## src/rtl/atx_pll_recal_ctrl.sv

```systemverilog
// ATX PLL recalibration controller: shares the PLL reconfig AVMM port with a user master
// and runs the bus-request / cal-trigger / settle / lock sequence. ATX_RECAL_TIMEOUT_EN adds a watchdog.
module atx_pll_recal_ctrl #(
  parameter int SETTLE_CYCLES  = 16,
  parameter int TIMEOUT_CYCLES = 1000000
) (
  input  logic        reconfig_clk0,
  input  logic        reconfig_reset0,
  input  logic        recal_start,
  output logic        recal_busy,
  output logic        recal_done,
  output logic        recal_error,
  input  logic        user_write,
  input  logic        user_read,
  input  logic [10:0] user_address,
  input  logic [31:0] user_writedata,
  output logic [31:0] user_readdata,
  output logic        user_waitrequest,
  output logic        reconfig_write0,
  output logic        reconfig_read0,
  output logic [10:0] reconfig_address0,
  output logic [31:0] reconfig_writedata0,
  input  logic [31:0] reconfig_readdata0,
  input  logic        reconfig_waitrequest0,
  input  logic        pll_cal_busy,
  input  logic        pll_locked
);

  typedef enum logic [3:0] {
    S_IDLE, S_REQ_BUS, S_POLL_GRANT, S_RD_CAL, S_WR_CAL, S_REL_BUS,
    S_SETTLE, S_WAIT_CAL, S_WAIT_LOCK, S_DONE, S_ERROR
  } state_t;

  localparam logic [10:0] ADDR_ARB    = 11'h000;
  localparam logic [10:0] ADDR_GRANT  = 11'h480;
  localparam logic [10:0] ADDR_CAL    = 11'h100;
  localparam logic [7:0]  SETTLE_LAST = 8'(SETTLE_CYCLES - 1);

  state_t      state_q, state_d;
  logic        gap_q, gap_d;
  logic        pend_q, pend_d;
  logic [31:0] hold_q, hold_d;
  logic [7:0]  settle_q, settle_d;

  logic        seq_wr, seq_rd;
  logic [10:0] seq_addr;
  logic [31:0] seq_wdata;
  logic        acc_done;
  logic        user_strobe;
  logic        pass;

`ifdef ATX_RECAL_TIMEOUT_EN
  localparam logic [31:0] TO_LAST = 32'(TIMEOUT_CYCLES - 1);
  logic [31:0] to_cnt_q, to_cnt_d;
  logic        err_q, err_d;
`endif

  // gap_q forces one idle strobe cycle between back-to-back sequencer accesses
  always_comb begin
    seq_wr    = 1'b0;
    seq_rd    = 1'b0;
    seq_addr  = '0;
    seq_wdata = '0;
    case (state_q)
      S_REQ_BUS: begin
        seq_wr    = !gap_q;
        seq_addr  = ADDR_ARB;
        seq_wdata = 32'h0000_0002;
      end
      S_POLL_GRANT: begin
        seq_rd   = !gap_q;
        seq_addr = ADDR_GRANT;
      end
      S_RD_CAL: begin
        seq_rd   = !gap_q;
        seq_addr = ADDR_CAL;
      end
      S_WR_CAL: begin
        seq_wr    = !gap_q;
        seq_addr  = ADDR_CAL;
        seq_wdata = hold_q | 32'h0000_0002;
      end
      S_REL_BUS: begin
        seq_wr    = !gap_q;
        seq_addr  = ADDR_ARB;
        seq_wdata = 32'h0000_0001;
      end
      default: ;
    endcase
  end

  assign acc_done    = (seq_wr || seq_rd) && !reconfig_waitrequest0;
  assign user_strobe = user_write || user_read;

  always_comb begin
    state_d  = state_q;
    gap_d    = 1'b0;
    pend_d   = pend_q;
    hold_d   = hold_q;
    settle_d = settle_q;
`ifdef ATX_RECAL_TIMEOUT_EN
    err_d    = err_q;
    to_cnt_d = to_cnt_q;
`endif
    case (state_q)
      S_IDLE: begin
        if (recal_start || pend_q) begin
`ifdef ATX_RECAL_TIMEOUT_EN
          if (recal_start) err_d = 1'b0;
`endif
          // a user transfer in flight finishes first; start on the cycle after it completes
          if (!user_strobe || !reconfig_waitrequest0) begin
            state_d = S_REQ_BUS;
            pend_d  = 1'b0;
          end else begin
            pend_d = 1'b1;
          end
        end
      end
      S_REQ_BUS: if (acc_done) begin
        state_d = S_POLL_GRANT;
        gap_d   = 1'b1;
      end
      S_POLL_GRANT: if (acc_done) begin
        gap_d = 1'b1;
        if (!reconfig_readdata0[2]) state_d = S_RD_CAL;
      end
      S_RD_CAL: if (acc_done) begin
        hold_d  = reconfig_readdata0;
        state_d = S_WR_CAL;
        gap_d   = 1'b1;
      end
      S_WR_CAL: if (acc_done) begin
        state_d = S_REL_BUS;
        gap_d   = 1'b1;
      end
      S_REL_BUS: if (acc_done) begin
        state_d  = S_SETTLE;
        settle_d = '0;
      end
      S_SETTLE: begin
        if (settle_q == SETTLE_LAST) state_d = S_WAIT_CAL;
        else settle_d = settle_q + 8'd1;
      end
      S_WAIT_CAL:  if (!pll_cal_busy) state_d = S_WAIT_LOCK;
      S_WAIT_LOCK: if (pll_locked) state_d = S_DONE;
      S_DONE:      state_d = S_IDLE;
      S_ERROR:     state_d = S_IDLE;
      default:     state_d = S_IDLE;
    endcase
`ifdef ATX_RECAL_TIMEOUT_EN
    // watchdog only fires while a wait state would otherwise hold
    if ((state_q inside {S_POLL_GRANT, S_WAIT_CAL, S_WAIT_LOCK}) && (state_d == state_q)) begin
      if (to_cnt_q == TO_LAST) begin
        state_d = S_ERROR;
        err_d   = 1'b1;
        gap_d   = 1'b0;
      end else begin
        to_cnt_d = to_cnt_q + 32'd1;
      end
    end
    if (state_d != state_q) to_cnt_d = '0;
`endif
  end

  always_ff @(posedge reconfig_clk0 or posedge reconfig_reset0) begin
    if (reconfig_reset0) begin
      state_q  <= S_IDLE;
      gap_q    <= 1'b0;
      pend_q   <= 1'b0;
      hold_q   <= '0;
      settle_q <= '0;
`ifdef ATX_RECAL_TIMEOUT_EN
      to_cnt_q <= '0;
      err_q    <= 1'b0;
`endif
    end else begin
      state_q  <= state_d;
      gap_q    <= gap_d;
      pend_q   <= pend_d;
      hold_q   <= hold_d;
      settle_q <= settle_d;
`ifdef ATX_RECAL_TIMEOUT_EN
      to_cnt_q <= to_cnt_d;
      err_q    <= err_d;
`endif
    end
  end

  // reset gates the bypass so the PLL port is quiet the instant reset rises
  assign pass = (state_q == S_IDLE) && !reconfig_reset0;

  assign reconfig_write0     = pass ? user_write     : seq_wr;
  assign reconfig_read0      = pass ? user_read      : seq_rd;
  assign reconfig_address0   = pass ? user_address   : seq_addr;
  assign reconfig_writedata0 = pass ? user_writedata : seq_wdata;
  assign user_readdata       = pass ? reconfig_readdata0 : 32'h0;
  assign user_waitrequest    = pass ? reconfig_waitrequest0 : 1'b1;

  assign recal_busy = (state_q != S_IDLE) && (state_q != S_ERROR);
  assign recal_done = (state_q == S_DONE);
`ifdef ATX_RECAL_TIMEOUT_EN
  assign recal_error = err_q;
`else
  assign recal_error = 1'b0;
`endif

endmodule

```

## config.mk

```make
export PLATFORM = sky130hd
export DESIGN_NAME = atx_pll_recal_ctrl
export DESIGN_NICKNAME = d
export VERILOG_FILES = /design/src/rtl/atx_pll_recal_ctrl.sv
export SDC_FILE = /design/constraint.sdc
export NUM_CORES = 1
export LEC_CHECK = 0
export BUFFER_PORTS_ARGS = -buffer_cell sky130_fd_sc_hd__clkbuf_2
export CORE_ASPECT_RATIO = 1.25
export CORE_MARGIN = 2
export CORE_UTILIZATION = 40
export CTS_CLUSTER_DIAMETER = 80
export DETAILED_ROUTE_END_ITERATION = 16
export PLACE_DENSITY_LB_ADDON = 0.1
export SLEW_MARGIN = 20
export SYNTH_ARGS = -nofsm -noshare
export SYNTH_HDL_FRONTEND = slang
export SYNTH_SLANG_ARGS = --single-unit
```

## constraint.sdc

```tcl
create_clock -name reconfig_clk0 -period 1.7 [get_ports reconfig_clk0]
set_input_delay 0.085 -clock reconfig_clk0 [delete_from_list [all_inputs] [get_ports reconfig_clk0]]
set_output_delay 0.085 -clock reconfig_clk0 [all_outputs]
set_load 0.1 [all_outputs]
```

Word level (Yosys, flattened, before mapping)

Cells that the tools add are included.

Reduce and logical (&&, ||, !) cells: 22
$add $sub $neg: 1
Eq/ne operators: 23
Muxes and demuxes: 28

Operator list:

| operator              | count |
|---|---|
| $pmux W32 S3          | 1 |
| $mux W32              | 2 |
| $mux W4               | 11 |
| $pmux W4 S9           | 1 |
| $ne A2 B2 Y1 const B  | 12 |
| $pmux W11 S2          | 1 |
| $eq A4 B3 Y1 const B  | 4 |
| $mux W8               | 2 |
| $pmux W8 S2           | 1 |
| $mux W11              | 1 |
| $reduce_and A11 Y1    | 1 |
| $add A8 B1 Y8 const B | 1 |
| $eq A4 B2 Y1 const B  | 2 |
| $eq A4 B4 Y1 const B  | 2 |
| $eq A8 B4 Y1 const B  | 1 |
| $mux W1               | 8 |
| $eq A4 B1 Y1 const B  | 1 |
| $logic_not A1 Y1      | 4 |
| $logic_not A4 Y1      | 1 |
| $logic_or A1 B1 Y1    | 4 |
| $ne A4 B4 Y1 const B  | 1 |
| $reduce_and A2 Y1     | 2 |
| $reduce_bool A4 Y1    | 1 |
| $reduce_or A2 Y1      | 2 |
| 5 further kinds       | 7 |

Input port bits: 83
Flip-flop bits (word level): 46
Output and inout bits: 81
Logic and storage cells: 79

Depth between registers and ports, before layout

Gate-level depths: netlist (run 1).

Depth in word-level cells: 7
Gate-level depth with buffers: 7
Gate-level depth less buffers: 6

Worst setup path after synthesis (run 1)

No wires, ideal clock.

Path type: input to output
From: input reconfig_reset0
To: output reconfig_writedata0[1]
Buffers on the path: 0
Required time: 1.615 ns
Cell stages on the path: 3
Arrival: 5.897 ns
Path slack: -4.282 ns
Cells stage by stage: inv_1 > a21oi_1 > a2111oi_0

Longest elaborated chain between the ends: 3

RTL lines:

| what                | RTL line | source |
|---|---|---|
| start: declaration  | 8        | `input logic reconfig_reset0,` |
| $logic_not A1 Y1    | 191      | `assign pass = (state_q == S_IDLE) && !reconfig_reset0;` |
| $logic_and A1 B1 Y1 | 191      |  |
| $mux W32            | 196      | `assign reconfig_writedata0 = pass ? user_writedata : seq_wdata;` |
| end: declaration    | 22       | `output logic [31:0] reconfig_writedata0,` |

Every way passes these cells.

Final worst setup path (run 1)

From: register state_q[2]
To: output user_readdata[20]

Longest elaborated chain between the ends: 3

RTL lines:

| what                     | RTL line | source |
|---|---|---|
| start: declaration       | 39       | `state_t state_q, state_d;` |
| start signal: assignment | 178      | `state_q <= state_d;` |
| $logic_not A4 Y1         | 191      |  |
| $logic_and A1 B1 Y1      | 191      |  |
| $mux W32                 | 197      | `assign user_readdata = pass ? reconfig_readdata0 : 32'h0;` |
| end: declaration         | 17       | `output logic [31:0] user_readdata,` |

Every way passes these cells.

==> results of run 1 <==
[registers in the layout, summed over array words and instances, names as in the netlist]
signal	cells
state_q	4
hold_q	31
settle_q	8
pend_q	1
gap_q	1
[per-stage QoR]
stage / hold slack [ns] / util (%)
global placement: 0.0791 / 80.0
floorplan: 0.128 / -
global route: 0.00437 / 93.3
finish: 0.00748 / 93.3
CTS: 0.00833 / 88.8
detailed placement: 0.0752 / 80.0
[power by group]
part	switching (mW)	leakage (nW)	internal (mW)	total, mW
clock network	0.406	0.0585	0.480	0.886
registers	0.518	0.552	1.58	2.10
logic	5.79	2.18	4.00	9.79
total	6.71	2.79	6.06	12.8
[layer usage]
layer / global-route usage (%) / up-vias
li1: - / 1406
met4: 15.5 / 0
met1: 36.0 / 1667
met5: 0 / -
met3: 8.35 / 77
met2: 66.5 / 220
[cell families (layout without fill, tap and decap cells)]
logic type                 count (synthesis)  count (layout)  share of synthesized area, %
muxes                                     32              32                          13.2
adders and majority gates                  1               1                         0.459
AOI/OAI and AO/OA                         75              75                          19.7
other                                      1               1                         0.138
DFF                                       45              45                          41.3
buffers and inverters                     26             223                          4.54
and+or+nand+nor                           99              99                          20.6
[worst paths after layout]
| check | to | slack, ns |
|---|---|---|
| worst min-delay path | state_q[3] | 0.007 |
| worst max register to register | hold_q[31] | -0.12 |
| worst max-delay path | user_readdata[20] | -0.43 |
| worst min register to register | settle_q[7] | 0.51 |
| min in group asynchronous | hold_q[28] | 0.11 |
| max in group asynchronous | hold_q[30] | 1.08 |
[area by class of cell]
type	instances	area (sq um)
sequential	45	1130
clock inverter	1	30.0
tap	87	109
timing repair buffer	213	2680
clock buffer	7	86.3
inverter	2	13.8
fill	192	440
multi-input combinational	208	2080
[cell usage in the layout (no fill, tap or decap), types with 10 or more instances in the layout]
cell type / synthesis / routed
a22o_4: 0 / 26
nor2_1: 15 / 11
clkbuf_2: 4 / 82
and2_4: 0 / 40
nand2_1: 12 / 10
buf_4: 4 / 27
o21ai_0: 14 / 10
dfrtp_1: 45 / 43
mux2_2: 32 / 32
buf_12: 0 / 87
[critical path, stage by stage (launching register included)]
cell and delay (ns):
dfrtp_1 0.41, or2_4 0.28, nor4_4 0.21, buf_4 0.25
buf_16 0.17, and2_4 0.19, buf_12 0.18
[what timing repair did]
action	in CTS	in global routing
setup buffers	14	3
cloned	6	4
hold endpoints to repair	5	0
hold buffers	1	0
resized for setup	61	47
endpoints found under the setup margin	77	118
pin swaps	13	16
==> results.yml, run 1 <==
clocking:
  cts_tree: "yes"
  clock_latency_ns: 0.33
  numCtsBuffers: 5
  clkTransAtPathRegs_ns: 0.10
  cts-root-buf: "clkbuf_8"
  cts-htree-levels: 2
  clock_sinks: 45
  cts.path.max_buffers: 2
sta:
  finalSetupTns_ns: -31.50
  slew_headroom_pct: 65.0
  worstMarginPinSlew_ns: 0.525
  fin_crit_ns: 2.13
  slew_violations: 0
  period_share_pct: 125
  setup-violations-final: 117
  setup_slack_ns: -0.426
  finalHoldViolations: 0
  rsz0062_at_grt: "yes"
  clock_skew_ns: 0.0202
  clock.fmax_mhz: 470
yosys:
  yosysUniqueCellTypes: 40
  synth_edf_count: 0
  synth_ff_type: "dfrtp_1"
  avgSynthCellArea_sq_um: 9.77
  synth_top_area_share_pct: 41.3
  synth_top_area_cell: "dfrtp_1"
  ys_top_cells_by_count: "dfrtp_1 (45), and2_1 (41), mux2_2 (32)"
  yosys-top-cells-area: "dfrtp_1 (41%), mux2_2 (13%), a22o_1 (10%)"
  synth_most_common_cell: "dfrtp_1"
  syn_inst: 279
  ys_seq_area_share_pct: 41.3
  synth_area_sq_mm: 0.00273
  synth_nets: 363
  synth-seq-cells: 45
  synth_warnings: 0
  synth-async-reset-ratio_pct: 100
grt:
  grt_overflow: 0
  grt_max_degree: 41
  grt_antenna_before_repair: 1
  grt_pass1_vias: 3374
  grt_pass1_wl_um: 19500
  grtUsageTotal_pct: 34.8
floorplan:
  pin_count: 164
  die_w_um: 77.8
  die_h_um: 96.3
  start_util_pct: 41.5
  dieArea_sq_mm: 0.00750
  core_sq_mm: 0.00657
  num_rows: 33
critical_path:
  arrival_ns: 2.04
  crit_path_start_kind: "register"
  startpoint: "state_q[2]"
  cp_max_fo: 13
  cp_data_required_time_ns: 1.62
  reg2reg_from: "gap_q"
  reg2reg_depth: 4
  critPathKind: "register to output pin"
  cp-end-kind: "output pin"
layout:
  drive_gt1_share_pct: 76.1
  stdcell_count: 563
  num_antenna_cells: 0
  final_nets: 559
  syn_to_final_growth_pct: 125
  final_area_sq_mm: 0.00612
detailed_routing:
  routed_wl_um: 15100
  first_pass_iters: 4
  drt-vias-per-instance: 5.99
  wl_per_cell_um: 26.8
  highest_layer: "met4"
  wl_met2_um: 7960
  via_count: 3370
  m1WireLength_um: 5000
  drc: 0
  ant_nets: 0
  wl_met3_um: 1080
  drt_iter0_drc: 183
placed_design:
  dp_hpwl_um: 7590
  io_buffers: 162
  place_ws_ns: -0.0234
  dp.cells: 529
  gp_congestion: 0.860
  dpl_cell_area_sq_mm: 0.00526
status:
  violations: "negative setup slack"
  status: "finished, violations left"
flow_run:
  drv_cap: 0
hold_path:
  hold_class: "primary input to register"
  hold_depth: 2
  min_from: "pll_cal_busy"
power:
  power_density_mw_per_mm2: 2090
  finalPower_mw: 12.8
  power.ir.vdd_worst_mv: 2.14
  power.leakage_nw: 2.79
(Power assumes the default switching activity.)
==> inputs of run 2 (changes only) <==
--- a/config.mk
+++ b/config.mk
@@ -11,7 +11,7 @@
 export CORE_UTILIZATION = 40
 export CTS_CLUSTER_DIAMETER = 80
 export DETAILED_ROUTE_END_ITERATION = 16
-export PLACE_DENSITY_LB_ADDON = 0.1
+export PLACE_DENSITY = 0.78
 export SLEW_MARGIN = 20
 export SYNTH_ARGS = -nofsm -noshare
 export SYNTH_HDL_FRONTEND = slang
==> run 2 against run 1 <==
  * The run still ends with negative setup slack left
  * Critical endpoint is now settle_q[7]
  * Core utilization up 1.2 points
  * Via count up 20%
  * Clock power up 0.9%
  * Largest power group unchanged
  * Total power up 7.1%
  * Flip-flop and latch count unchanged
  * Count of clock-buffer cells in the layout down 1
  * Cell count up 0.18%
  * Cell area up 1.3%
  * Combinational power up 7%
==> results.yml, run 2 (synthesis gave the netlist of run 1 again) <==
status:
  status: "finished, violations left"
  violations: "negative setup slack"
sta:
  finalHoldViolations: 0
  setup_slack_ns: -0.497
  finalSetupTns_ns: -35.72
  worstMarginPinSlew_ns: 0.558
  clock.fmax_mhz: 455
  clock_skew_ns: 0.00621
  fin_crit_ns: 2.20
  rsz0062_at_grt: "yes"
  slew_violations: 0
  period_share_pct: 129
  setup-violations-final: 121
  slew_headroom_pct: 62.4
clocking:
  cts_tree: "yes"
  cts-root-buf: "clkbuf_8"
  clock_sinks: 45
  clkTransAtPathRegs_ns: 0.10
  cts-htree-levels: 2
  clock_latency_ns: 0.32
  cts.path.max_buffers: 2
  numCtsBuffers: 5
detailed_routing:
  drc: 0
  wl_per_cell_um: 36.7
  first_pass_iters: 5
  drt-vias-per-instance: 7.19
  via_count: 4055
  ant_nets: 0
  drt_iter0_drc: 505
  routed_wl_um: 20700
grt:
  grt_max_degree: 23
  grt_overflow: 0
  grtUsageTotal_pct: 46.2
  grt_pass1_wl_um: 24900
  grt_pass1_vias: 3884
  grt_antenna_before_repair: 1
critical_path:
  cp-end-kind: "register"
  crit_path_start_kind: "register"
  startpoint: "state_q[0]"
  reg2reg_from: "state_q[0]"
  cp_max_fo: 20
  cp_data_required_time_ns: 1.87
  arrival_ns: 2.36
  critPathKind: "register to register"
  reg2reg_depth: 7
power:
  power.leakage_nw: 2.81
  finalPower_mw: 13.7
  power_density_mw_per_mm2: 2210
  power.ir.vdd_worst_mv: 2.34
floorplan:
  dieArea_sq_mm: 0.00750
  die_w_um: 77.8
  core_sq_mm: 0.00657
  die_h_um: 96.3
  pin_count: 164
  num_rows: 33
  start_util_pct: 41.5
placed_design:
  gp_congestion: 0.865
  dp_hpwl_um: 8680
  io_buffers: 162
layout:
  syn_to_final_growth_pct: 128
  final_cell_mix: "buf_12 (85), clkbuf_2 (82), dfrtp_1 (42), and2_4 (32), mux2_2 (30)"
  final_common_cell: "buf_12"
  largest_registers: "hold_q: 31 flops, settle_q: 8 flops, state_q: 4 flops"
  top_register: "hold_q"
  drive_gt1_share_pct: 77.8
  largest_reg_flops: 31
  fin_util_pct: 94.5
  num_antenna_cells: 0
  final_nets: 560
hold_path:
  hold_depth: 2
  hold_class: "primary input to register"
  min_from: "reconfig_readdata0[30]"
flow_run:
  drv_cap: 0
-- run 2: power by group --
group	leakage, nW	internal (mW)	switching [mW]	total, mW
sequential	0.551	1.58	0.674	2.25
clock	0.0554	0.443	0.451	0.894
combinational	2.20	4.13	6.40	10.5
total	2.81	6.16	7.53	13.7
-- run 2: layer usage --
metal  GRT usage, %  part of all wire [%]
met4           38.4                    12
met5              0                 0.063
met2           76.9                    45
met1           46.9                    31
met3           16.1                    12
-- run 2: final cells by class --
type / instances / area (sq um)
tap: 87 / 109
multi-input combinational: 208 / 2120
timing repair buffer: 214 / 2730
fill: 141 / 360
clock buffer: 6 / 72.6
inverter: 2 / 11.3
clock inverter: 2 / 38.8
sequential: 45 / 1130
-- run 2: repair_timing --
| action | 4_1_cts | 5_1_grt |
|---|---|---|
| pin swaps | 8 | 3 |
| resized for setup | 69 | 57 |
| setup buffers | 17 | 7 |
| hold buffers | 1 | 0 |
| endpoints found under the setup margin | 113 | 121 |
| cloned | 8 | 3 |
| endpoints found under the hold margin | 7 | 0 |
-- run 2: path summary, 6_finish.rpt --
path | end | slack (ns)
hold / removal | hold_q[30] | 0.03
setup reg to reg | settle_q[7] | -0.50
hold reg to reg | hold_q[6] | 0.55
setup / recovery | settle_q[7] | -0.50
min in group asynchronous | hold_q[22] | 0.07
max in group asynchronous | state_q[1] | 0.87
-- run 2: through the flow --
stage          area (sq um)  hold slack (ns)  cells  setup WS, ns
6_report               6200           0.0283    564        -0.497
5_1_grt                6200          -0.0127    564        -0.656
4_1_cts                5940          0.00267    559        -0.263
3_5_place_dp           5220            0.111    526        -0.120
3_3_place_gp           5220           0.0993    526       -0.0262
2_1_floorplan          3050            0.128    279        -0.355
-- run 2: worst max-delay path, stage by stage, from the launching register on --
cell,delay (ns)
dfrtp_1,0.42
buf_4,0.25
nand2b_1,0.25
a21oi_2,0.25
o21bai_2,0.13
buf_4,0.17
o21ai_2,0.35
o31ai_1,0.22
==> inputs of run 3 (changes only) <==
==> constraint.sdc (replaced) <==
create_clock -name reconfig_clk0 -period 1.7 [get_ports reconfig_clk0]
set_input_delay 0.17 -clock reconfig_clk0 [delete_from_list [all_inputs] [get_ports reconfig_clk0]]
set_output_delay 0.17 -clock reconfig_clk0 [all_outputs]
set_load 0.1 [all_outputs]
==> run 3 against run 2 <==
  * The flow still finishes with violations (negative setup slack)
  * Critical path depth is the same
  * Clock skew rose by 0.014 ns
  * Total power grew 0.12%
  * Worst hold slack gained 0.025 ns
  * Global-route usage is 6.8 points lower
  * Register-to-register slack improved by 0.13 ns
  * Highest routed layer is now met4
==> results.yml, run 3 (synthesis gave the netlist of run 1 again) <==
power:
  switching_share_pct: 54.1
  power_density_mw_per_mm2: 2170
  p_sw_mw: 7.41
  power.leakage_nw: 2.93
  seqPwrFrac_pct: 16.1
  p_int_mw: 6.29
  clockPowerShare_pct: 6.8
  power.ir.vdd_worst_mv: 2.17
  combPwrFrac_pct: 77.1
sta:
  finalHoldViolations: 0
  slew_violations: 0
  setup_slack_ns: -0.500
  clock_skew_ns: 0.0198
  rsz0062_at_grt: "yes"
  period_share_pct: 129
  clock.fmax_mhz: 455
  worstMarginPinSlew_ns: 0.527
  fin_crit_ns: 2.20
  finalSetupTns_ns: -37.44
  setup-violations-final: 122
  slew_headroom_pct: 64.8
placed_design:
  io_buffers: 162
  dp_hpwl_um: 9140
  gp_congestion: 0.851
  place_ws_ns: -0.122
  dpl_cell_area_sq_mm: 0.00546
  dp.cells: 533
layout:
  stdcell_count: 576
  final_cell_mix: "buf_12 (87), clkbuf_2 (82), dfrtp_1 (43), and2_4 (40), buf_4 (32)"
  largest_reg_flops: 31
  drive_gt1_share_pct: 77.9
  largest_registers: "hold_q: 31 flops, settle_q: 8 flops, state_q: 4 flops"
  seq_area_sq_mm: 0.00113
  nFillCells: 128
  multi_input_area_sq_mm: 0.00217
  final_common_cell: "buf_12"
  final_area_sq_mm: 0.00631
  syn_to_final_growth_pct: 131
  final_nets: 571
  top_register: "hold_q"
floorplan:
  num_rows: 33
  pin_count: 164
  die_w_um: 77.8
  die_h_um: 96.3
  start_util_pct: 41.5
  dieArea_sq_mm: 0.00750
  core_sq_mm: 0.00657
clocking:
  numCtsBuffers: 5
  clkTransAtPathRegs_ns: 0.10
  cts-root-buf: "clkbuf_8"
  cts.path.max_buffers: 2
  cts_tree: "yes"
  holdBufCountCts: 0
  clock_latency_ns: 0.33
  cts-htree-levels: 2
  clock_sinks: 45
critical_path:
  cp-end-kind: "output pin"
  critPathKind: "register to output pin"
  cp_max_fo: 15
  timing.critical_path.slowest_stage_cell: "dfrtp_1"
  max_stage_delay_ns: 0.41
  crit_path_start_kind: "register"
  arrival_ns: 2.03
  critPathMostFrequentCell: "buf_12"
  cp_data_required_time_ns: 1.53
  path_cells: "buf_4, buf_12, nand2_2, nor3_4, buf_8, a22o_4, buf_12"
grt:
  grt_antenna_before_repair: 1
  grt_overflow: 0
  grt_max_degree: 38
  grt_pass1_vias: 3565
  grt_pass1_wl_um: 21800
  grtUsageTotal_pct: 39.4
status:
  status: "finished, violations left"
  violations: "negative setup slack"
detailed_routing:
  drt-vias-per-instance: 6.90
  wl_per_cell_um: 34.2
  drt_iter0_drc: 458
  routed_wl_um: 19700
  via_count: 3973
  drc: 0
  ant_nets: 0
  first_pass_iters: 5
hold_path:
  hold_class: "primary input to async pin"
flow_run:
  drv_cap: 0
## run 3: cell types whose count changed in the layout (fill, tap and decap cells not counted), moves of 3 or more
cell,before,now
clkbuf_16,2,6
buf_4,23,32
and2_2,8,0
a22o_4,22,30
and2_4,32,40
buf_16,8,1
buf_6,9,13
a22o_2,8,0
nand2_2,4,1
## run 3: power groups by stage
| stage | combinational [mW] | clock (mW) | sequential (mW) |
|---|---|---|---|
| after global placement | 8.36 | 0 | 1.92 |
| after detailed placement | 8.60 | 0 | 2.01 |
| final | 10.6 | 0.937 | 2.20 |
| after floorplan | 5.85 | 0 | 1.89 |
| after global routing | 10.7 | 0.963 | 2.21 |
| after CTS | 9.03 | 0.873 | 2.04 |
## run 3: path summary, 6_finish.rpt
check / from / end / slack [ns] / cells after the start
min reg2reg: hold_q[9] / hold_q[9] / 0.58 / 1
min in group reconfig_clk0: reconfig_readdata0[24] / hold_q[24] / 0.12 / 2
max: state_q[2] / reconfig_writedata0[31] / -0.50 / 7
max reg2reg: state_q[2] / pend_q / -0.37 / 7
min: reconfig_reset0 / state_q[1] / 0.05 / 3
max in group asynchronous: reconfig_reset0 / settle_q[5] / 1.13 / 3
## run 3: critical path, delay by kind of cell, from the launching register on
family / cells / cell delay, ns
DFF: 1 / 0.41
AOI/OAI and AO/OA: 1 / 0.16
buffers and inverters: 4 / 0.71
and+or+nand+nor: 2 / 0.42
## run 3: stage by stage
step	hold WS, ns	power [mW]	utilization [%]
after floorplan	0.206	7.75	-
after global placement	0.298	10.3	83.2
after detailed placement	0.316	10.6	83.2
after CTS	0.0233	11.9	88.4
after global routing	0.0633	13.8	96.1
final	0.0533	13.7	96.1
## run 3: layer usage
layer	part of all wire, %	global-route usage, %	up-vias	routed length [um]
li1	-	-	1424	-
met1	31	44.0	1875	6160
met2	46	70.6	480	9100
met3	12	9.57	194	2330
met4	11	18.6	0	2130
met5	0	0	-	0
## run 3: layout make-up
class / count / area share [%]
diodes: 1 / 0.0397
clock buffers: 6 / 1.31
clock inverters: 2 / 0.595
inverters: 2 / 0.179
multi-input cells: 208 / 34.4
flip-flops and latches: 45 / 17.9
well taps: 87 / 1.73
repair buffers: 225 / 43.9
## run 3: timing repair
| action | 4_1_cts | 5_1_grt |
|---|---|---|
| gates cloned | 1 | 11 |
| pin swaps | 8 | 23 |
| setup endpoints to repair | 121 | 121 |
| buffers inserted | 7 | 17 |
| gates resized for setup | 35 | 54 |
| hold endpoints to repair | 0 | 0 |
